--- src/rtl/piso_tx.sv ---
// piso_tx: parallel-in serial-out transmitter.
// A word is taken over a valid/ready load handshake and shifted out one bit per
// accepted serial beat. A new word can be loaded in the cycle the last bit
// leaves, so consecutive words stream with no idle gap on the serial link.
module piso_tx #(
    parameter int WIDTH     = 4,
    parameter bit MSB_FIRST = 1'b1
) (
    input  logic             clk,
    input  logic             clear,
    input  logic [WIDTH-1:0] data,
    input  logic             load_valid,
    output logic             load_ready,
    output logic             sout,
    output logic             sout_valid,
    input  logic             sout_ready,
    output logic             done
);

    localparam int CW = $clog2(WIDTH);
    localparam logic [CW-1:0] LAST = CW'(WIDTH - 1);

    typedef enum logic {
        IDLE,
        SHIFT
    } state_t;

    state_t           state, state_nx;
    logic [WIDTH-1:0] shreg, shreg_nx;
    logic [CW-1:0]    cnt, cnt_nx;

    // Next-state, next shift register / counter and handshake outputs.
    always_comb begin
        state_nx   = state;
        shreg_nx   = shreg;
        cnt_nx     = cnt;
        load_ready = 1'b0;
        sout_valid = 1'b0;
        sout       = 1'b0;
        done       = 1'b0;
        case (state)
            IDLE: begin
                load_ready = 1'b1;
                if (load_valid) begin
                    shreg_nx = data;
                    cnt_nx   = '0;
                    state_nx = SHIFT;
                end
            end
            SHIFT: begin
                sout_valid = 1'b1;
                sout       = MSB_FIRST ? shreg[WIDTH-1] : shreg[0];
                if (sout_ready) begin
                    if (cnt == LAST) begin
                        // Last bit leaves this cycle; the slot is free for a new word.
                        done       = 1'b1;
                        load_ready = 1'b1;
                        if (load_valid) begin
                            shreg_nx = data;
                            cnt_nx   = '0;
                        end else begin
                            state_nx = IDLE;
                            shreg_nx = '0;
                            cnt_nx   = '0;
                        end
                    end else begin
                        shreg_nx = MSB_FIRST ? {shreg[WIDTH-2:0], 1'b0}
                                             : {1'b0, shreg[WIDTH-1:1]};
                        cnt_nx   = cnt + CW'(1);
                    end
                end
            end
            default: state_nx = IDLE;
        endcase
    end

    // State, shift register and bit counter; clear wins over everything.
    always_ff @(posedge clk) begin
        if (clear) begin
            state <= IDLE;
            shreg <= '0;
            cnt   <= '0;
        end else begin
            state <= state_nx;
            shreg <= shreg_nx;
            cnt   <= cnt_nx;
        end
    end

endmodule
--- config.mk ---
export PLATFORM = sky130hd
export DESIGN_NAME = piso_tx
export DESIGN_NICKNAME = d
export VERILOG_FILES = /design/src/rtl/piso_tx.sv
export SDC_FILE = /design/constraint.sdc
export NUM_CORES = 1
export LEC_CHECK = 0
export CAP_MARGIN = 20
export CORE_AREA = 2 2 39 41
export DETAILED_ROUTE_END_ITERATION = 12
export DIE_AREA = 0 0 41 43
export GPL_TIMING_DRIVEN = 0
export HOLD_SLACK_MARGIN = 0.02
export SETUP_SLACK_MARGIN = 0.2
export SLEW_MARGIN = 20
export SYNTH_ARGS = -nofsm -noshare
export SYNTH_HDL_FRONTEND = slang
export SYNTH_SLANG_ARGS = --single-unit
--- constraint.sdc ---
create_clock -name clk -period 1.2 [get_ports clk]
set_clock_uncertainty 0.05 [all_clocks]
set_input_delay 0.24 -clock clk [delete_from_list [all_inputs] [get_ports clk]]
set_output_delay 0.24 -clock clk [all_outputs]
set_load 0.005 [all_outputs]
# After elaboration in Yosys (flattened, before gate mapping)
# Cells that the tools add are included.
# Widths: inputs -> output; s select.
[classes] addsub=1 n_eq_ne=3 mux=19 bitwise=1 n_reduce_logical=1
[op_table] operator="$mux 4" count=4
[op_table] operator="$mux 1" count=8
[op_table] operator="$pmux 4 s2" count=1
[op_table] operator="$mux 2" count=3
[op_table] operator="$ne 2x2->1 const B" count=2
[op_table] operator="$pmux 1 s2" count=2
[op_table] operator="$pmux 2 s2" count=1
[op_table] operator="$add 2x1->2 const B" count=1
[op_table] operator="$eq 2x2->1 const B" count=1
[op_table] operator="$reduce_and 2->1" count=1
[op_table] operator="$not 1->1" count=1
[totals] register_bits=7 out_inout_bits=4

# Depth between registers and ports, before layout
# Gate-level depths: netlist (run 1).
[logic_depth] depth_word=4 ltp_mapped=5

# Worst setup path before layout (run 1)
# No wires, ideal clock.
[synth_path] path_type="register to register" start="register cnt[0]" end="register cnt[0]" setup_ps=67 arrival_ps=1106 t_required_ps=1083 path_slack_ps=-23 path_stages_with_launch=5 synth_period_minus_slack_ps=1223 cell_sequence="dfxtp_1 > ha_1 > buf_2 > or3_1 > a21oi_2"
[synth_via] elab_chain_len=4 elab_cells_between_ends=5 classes_between="add/sub (1); eq/ne (1); mux (3)"
[synth_rtl] element="start, declared" line_no="30" source="logic [CW-1:0] cnt, cnt_nx;"
[synth_rtl] element="start signal, assigned" line_no="86" source="cnt <= cnt_nx;"
[synth_rtl] element="$add 2x1->2 / $eq 2x2->1 (equally long branches)" line_no="69, 54"
[synth_rtl] element="$mux 2 (*)" line_no="54" source="if (cnt == LAST) begin"
[synth_rtl] element="$mux 2 (*)" line_no="53" source="if (sout_ready) begin"
[synth_rtl] element="$pmux 2 s2 (*)" line_no="41" source="case (state)"
# Mark *: on every way between the ends. The rest lies on a longest branch, timed or not. The select of a mux whose other input is x is not followed.
# A chain may end at the register's enable or synchronous reset.

# Worst setup path in the final report (run 1)
[layout_path] start="register cnt[0]" end="output port done"
[layout_via] elab_chain_len=4
[layout_rtl] element="$eq 2x2->1" line_no="54"
[layout_rtl] element="$mux 1" line_no="54"
[layout_rtl] element="$mux 1" line_no="53"
[layout_rtl] element="$mux 1" line_no="41"
[layout_rtl] element="end, declared" line_no="17" source="output logic done"
# Every way passes these cells.

==> flow_metrics.env, run 1 <==
export IMPL_status="finished, violations left"
export IMPL_violations="setup timing"
export IMPL_fin_nets=73
export IMPL_postCtsHoldBufs=0
export IMPL_htreeDepth=1
export IMPL_finalSetupViolCount=8
export IMPL_core_mm2=0.00138
export IMPL_worst_pin_slew_ns=0.384
export IMPL_fmax_mhz=714
export IMPL_hold_path_cell_count=2
export IMPL_yosysMostFrequentCell="nor2_1"
export IMPL_grt_overflow_total=0
export IMPL_ioPinCount=12
export IMPL_hp_start="clear"
export IMPL_grt_pass1_vias=369
export IMPL_post_drt_wl_per_cell_um=11.8
export IMPL_power_density_mw_per_mm2=983
export IMPL_postLayoutCellArea_um2=624
export IMPL_vias=377
export IMPL_ir_worst_vdd_uv=488
export IMPL_ys_ff_latch=7
export IMPL_synth_cell_types=24
export IMPL_drt_iter0_drc=2
export IMPL_path_common_cell="buf_6"
export IMPL_grt_first_pass_wirelength_um=1550
export IMPL_syn_instance_count=45
export IMPL_firstDrtPassIters=2
export IMPL_netlist_area_leader_share=0.360
export IMPL_cts_sinks=7
export IMPL_grt_max_degree=9
export IMPL_min_period_ns=1.40
export IMPL_hold_viol=0
export IMPL_start_util=0.281
export IMPL_yosys_warnings=0
export IMPL_drive_gt1_frac=0.460
export IMPL_clockRootBuffer="clkbuf_4"
export IMPL_fin_ws_ns=-0.200
export IMPL_route_detailed_drc=0
export IMPL_grt_use_total=0.135
export IMPL_synthTopCellsByArea="dfxtp_1 36%, nor2_1 7.7%, a311oi_1 6.8%, nor2b_1 4.8%, nor4_1 4.8%"
export IMPL_cap_violations=0
export IMPL_synth_area_per_cell_um2=8.65
export IMPL_die_x_um=41
export IMPL_synth_area_leader_cell="dfxtp_1"
export IMPL_rows=14
export IMPL_cp_slowest_stage_delay_ns=0.33
export IMPL_async_reset_ff_frac=0
export IMPL_cp_slowest_cell="dfxtp_2"
export IMPL_synth_nets=54
export IMPL_dp_hpwl_um=612
export IMPL_start_kind="register"
export IMPL_cp_data_required_time_ns=0.91
export IMPL_wl_um=930
export IMPL_finalCritPeriodShare=1.17
export IMPL_clk_latency_ns=0.25
export IMPL_vias_per_cell=4.77
export IMPL_clk_path_buf_depth=2
export IMPL_placed_area_um2=539
export IMPL_synth_commonest_cells="8 x nor2_1, 7 x dfxtp_1"
export IMPL_fillers=144
export IMPL_netlist_area_um2=389
export IMPL_postRouteAntennaNets=0
export IMPL_rsz0062_at_grt="true"
export IMPL_path_cells="ha_4 -> buf_6 -> and3_4 -> buf_6"
export IMPL_reg2reg_from="cnt[0]"
export IMPL_p_total_w=0.000614
export IMPL_finalMaxSlewViolations=0
export IMPL_antenna_found_initial=0
export IMPL_crit_type="reg2out"
export IMPL_synth_edf_count=0
export IMPL_clk_pin_slew_ns=0.06
export IMPL_ys_seq_area_frac=0.360
export IMPL_io_buffers=10
export IMPL_synthToLayoutAreaGrowth_pct=60.5
export IMPL_cp_end_kind="output port"
export IMPL_hold_path_class="in2reg"
export IMPL_crit_arrival_ns=1.11
export IMPL_cp_startpoint="cnt[0]"
export IMPL_tritoncts="yes"
export IMPL_p_leak_nw=0.251
export IMPL_crit_fanout=3
export IMPL_gp_congestion=0.674
export IMPL_die_area_mm2=0.00176
export IMPL_slew_headroom=0.744
export IMPL_diodes=0
export IMPL_cts_made_buffers=3
export IMPL_r2r_cells=5
export IMPL_synth_flop_cell="dfxtp_1"
export IMPL_die_y_um=43
## path summary, 6_finish.rpt
kind	endpoint	slack (ns)
hold reg to reg	shreg[2]	0.44
hold / removal	cnt[1]	0.30
setup / recovery	done	-0.20
setup reg to reg	cnt[0]	-0.11
## kinds of logic (layout without fill, tap and decap cells)
logic type	Yosys count	after routing	share of synthesized area
AOI/OAI and AO/OA	8	8	0.187
adders and majority gates	1	1	0.0321
buffers and inverters	4	22	0.0514
DFF	7	7	0.360
muxes	2	2	0.0643
and+or+nand+nor	23	23	0.306
## repair_timing
item | CTS | global route
setup endpoints to repair | 11 | 11
resized for setup | 25 | 4
pin swaps | 5 | 0
buffers inserted | 4 | 0
## sequential cells by signal, indices dropped and copies added (netlist names)
signal / flops
cnt: 2
shreg: 4
state: 1
## power breakdown
| part | internal [W] | switching [W] |
|---|---|---|
| Combinational | 0.0000762 | 0.0000590 |
| Clock | 0.000127 | 0.0000928 |
| Sequential | 0.000250 | 0.00000867 |
| Total | 0.000453 | 0.000160 |
## stage by stage
| stage | worst slack, ns | utilization | cells | hold slack [ns] | setup TNS, ns |
|---|---|---|---|---|---|
| 3_5_place_dp | -0.635 | 0.390 | 71 | 0.422 | -3.47 |
| 4_1_cts | -0.218 | 0.441 | 79 | 0.305 | -0.712 |
| 2_1_floorplan | 0.0821 | - | 45 | 0.307 | 0 |
| 6_report | -0.200 | 0.451 | 79 | 0.296 | -0.642 |
| 5_1_grt | -0.233 | 0.451 | 79 | 0.325 | -1.22 |
| 3_3_place_gp | -0.627 | 0.390 | 71 | 0.426 | -3.34 |
## layout by cell type (no fill, tap or decap), types with 2 or more instances in the layout
cell type / n
nand2_2: 2
buf_6: 6
clkbuf_4: 3
nand2_1: 2
nor4_1: 3
buf_4: 2
dfxtp_1: 4
nor2_1: 8
buf_2: 2
a311oi_1: 3
clkdlybuf4s50_1: 4
nor2b_2: 2
dlygate4sd2_1: 2
dfxtp_2: 3
a21oi_2: 2
## final cells by class
type	instances	area [µm²]	area share
Clock buffer	4	26.3	0.0421
Tap cell	16	20.0	0.0321
Multi-Input combinational cell	34	277	0.443
Timing Repair Buffer	14	128	0.204
Inverter	1	3.75	0.00601
Sequential cell	7	144	0.230
Buffer	3	26.3	0.0421
## worst max-delay path: cells and delay by family (launching register included)
| kind | cells | cell delay [ns] |
|---|---|---|
| flops | 1 | 0.33 |
| simple gates | 1 | 0.16 |
| fa+ha+maj | 1 | 0.15 |
| buf+inv | 2 | 0.22 |
## per-layer routing
| layer | track usage | vias to the layer above | routed length, µm |
|---|---|---|---|
| met4 | 0.120 | 0 | 14 |
| met5 | 0 | - | 0 |
| met3 | 0.0157 | 2 | 40 |
| met1 | 0.183 | 167 | 445 |
| li1 | - | 199 | - |
| met2 | 0.178 | 9 | 429 |
Power figures use the tool's default switching activity.
==> inputs of run 2 (changes only) <==
--- a/config.mk
+++ b/config.mk
@@ -9,7 +9,6 @@
 export CORE_AREA = 2 2 39 41
 export DETAILED_ROUTE_END_ITERATION = 12
 export DIE_AREA = 0 0 41 43
-export GPL_TIMING_DRIVEN = 0
 export HOLD_SLACK_MARGIN = 0.02
 export SETUP_SLACK_MARGIN = 0.2
 export SLEW_MARGIN = 20
==> flow_metrics.env, run 2 (same netlist as run 1, synthesis figures left out) <==
export IMPL_status="finished, violations left"
export IMPL_violations="setup timing"
export IMPL_fin_nets=79
export IMPL_cp_end_kind="output port"
export IMPL_hold_ws_ns=0.442
export IMPL_htreeDepth=1
export IMPL_crit_fanout=3
export IMPL_start_util=0.281
export IMPL_post_route_util=0.524
export IMPL_crit_arrival_ns=0.99
export IMPL_cts_made_buffers=3
export IMPL_grt_max_degree=9
export IMPL_finalMaxSlewViolations=0
export IMPL_finalSetupViolCount=7
export IMPL_clk_latency_ns=0.26
export IMPL_die_x_um=41
export IMPL_synthToLayoutAreaGrowth_pct=86.5
export IMPL_grt_overflow_total=0
export IMPL_clockRootBuffer="clkbuf_4"
export IMPL_tritoncts="yes"
export IMPL_postCtsHoldBufs=0
export IMPL_finalCritPeriodShare=1.07
export IMPL_top_usage_layer="met2"
export IMPL_fmax_mhz=780
export IMPL_io_buffers=11
export IMPL_antenna_found_initial=0
export IMPL_drt_iter0_drc=7
export IMPL_cp_data_required_time_ns=0.91
export IMPL_power_density_mw_per_mm2=915
export IMPL_cap_violations=0
export IMPL_final_cell_mix="7 x buf_6, 7 x buf_4, 6 x nor2_1, 5 x clkdlybuf4s50_1, 4 x dfxtp_1"
export IMPL_clk_pin_slew_ns=0.05
export IMPL_met1_usage=0.163
export IMPL_die_y_um=43
export IMPL_hold_viol=0
export IMPL_drive_gt1_frac=0.594
export IMPL_route_detailed_drc=0
export IMPL_diodes=0
export IMPL_rsz0062_at_grt="true"
export IMPL_fin_tns_setup_ns=-0.227
export IMPL_top_register="shreg"
export IMPL_grt_use_total=0.153
export IMPL_core_mm2=0.00138
export IMPL_worst_pin_slew_ns=0.293
export IMPL_p_leak_nw=0.303
export IMPL_fin_ws_ns=-0.0825
export IMPL_postRouteAntennaNets=0
export IMPL_vias_per_cell=5.09
export IMPL_start_kind="register"
export IMPL_met2_usage=0.234
export IMPL_grt_first_pass_wirelength_um=1700
export IMPL_path_cells="ha_4 -> and3_4 -> buf_6"
export IMPL_p_total_w=0.000664
export IMPL_cts_sinks=7
export IMPL_vias=433
export IMPL_slew_headroom=0.805
export IMPL_dp_hpwl_um=633
export IMPL_largest_register_ffs=4
export IMPL_ir_worst_vdd_uv=508
export IMPL_wl_um=1090
export IMPL_ioPinCount=12
export IMPL_die_area_mm2=0.00176
export IMPL_rows=14
export IMPL_min_period_ns=1.28
export IMPL_gp_congestion=0.738
export IMPL_crit_type="reg2out"
export IMPL_cp_slowest_stage_delay_ns=0.35
export IMPL_reg_top3="shreg (4), cnt (2), state (1)"
export IMPL_grt_use_met3=0.0785
export IMPL_cp_slowest_cell="dfxtp_2"
export IMPL_hold_path_class="reg2reg"
export IMPL_grt_pass1_vias=400
export IMPL_firstDrtPassIters=4
export IMPL_fillers=136
export IMPL_clk_path_buf_depth=2
export IMPL_post_drt_wl_per_cell_um=12.9
-- run 2: metrics by stage --
step                      instance area, µm²  instances  setup slack, ns
after floorplan                          419         45           0.0821
after global placement                   576         76           -0.503
after detailed placement                 576         76           -0.525
after CTS                                687         85           -0.110
after global routing                     726         85           -0.125
final                                    726         85          -0.0825
-- run 2: layout make-up --
| class | count | area (µm²) | area share |
|---|---|---|---|
| Multi-Input combinational cell | 34 | 313 | 0.431 |
| Timing Repair Buffer | 23 | 219 | 0.302 |
| Sequential cell | 7 | 144 | 0.198 |
| Clock buffer | 4 | 26.3 | 0.0362 |
| Tap cell | 16 | 20.0 | 0.0276 |
| Inverter | 1 | 3.75 | 0.00517 |
-- run 2: worst paths after layout --
path            start  cells after the start  slack, ns        to
max            cnt[1]                      3      -0.08      done
min          shreg[0]                      2       0.44  shreg[0]
max reg2reg    cnt[0]                      4      -0.04    cnt[0]
min reg2reg  shreg[0]                      2       0.44  shreg[0]
-- run 2: power by group --
part           switching, W  internal [W]  leakage, nW
combinational     0.0000738      0.000108        0.229
clock             0.0000953      0.000127       0.0150
sequential        0.0000103      0.000250       0.0589
total              0.000179      0.000485        0.303
-- run 2: critical path, delay by kind of cell, from the launching register on --
| kind | cells | cell delay, ns |
|---|---|---|
| adder cells (fa/ha/maj) | 1 | 0.15 |
| buffers and inverters | 1 | 0.08 |
| flip-flops | 1 | 0.35 |
| AND/OR/NAND/NOR | 1 | 0.17 |
-- run 2: what timing repair did --
action,in CTS,in global routing
buffers inserted,5,0
setup endpoints to repair,10,11
resized for setup,32,10
pin swaps,10,8
-- run 2: metal layers --
layer / up-vias / wire (µm)
li1: 210 / -
met1: 206 / 472
met2: 15 / 531
met3: 2 / 70
met4: 0 / 19
met5: - / 0
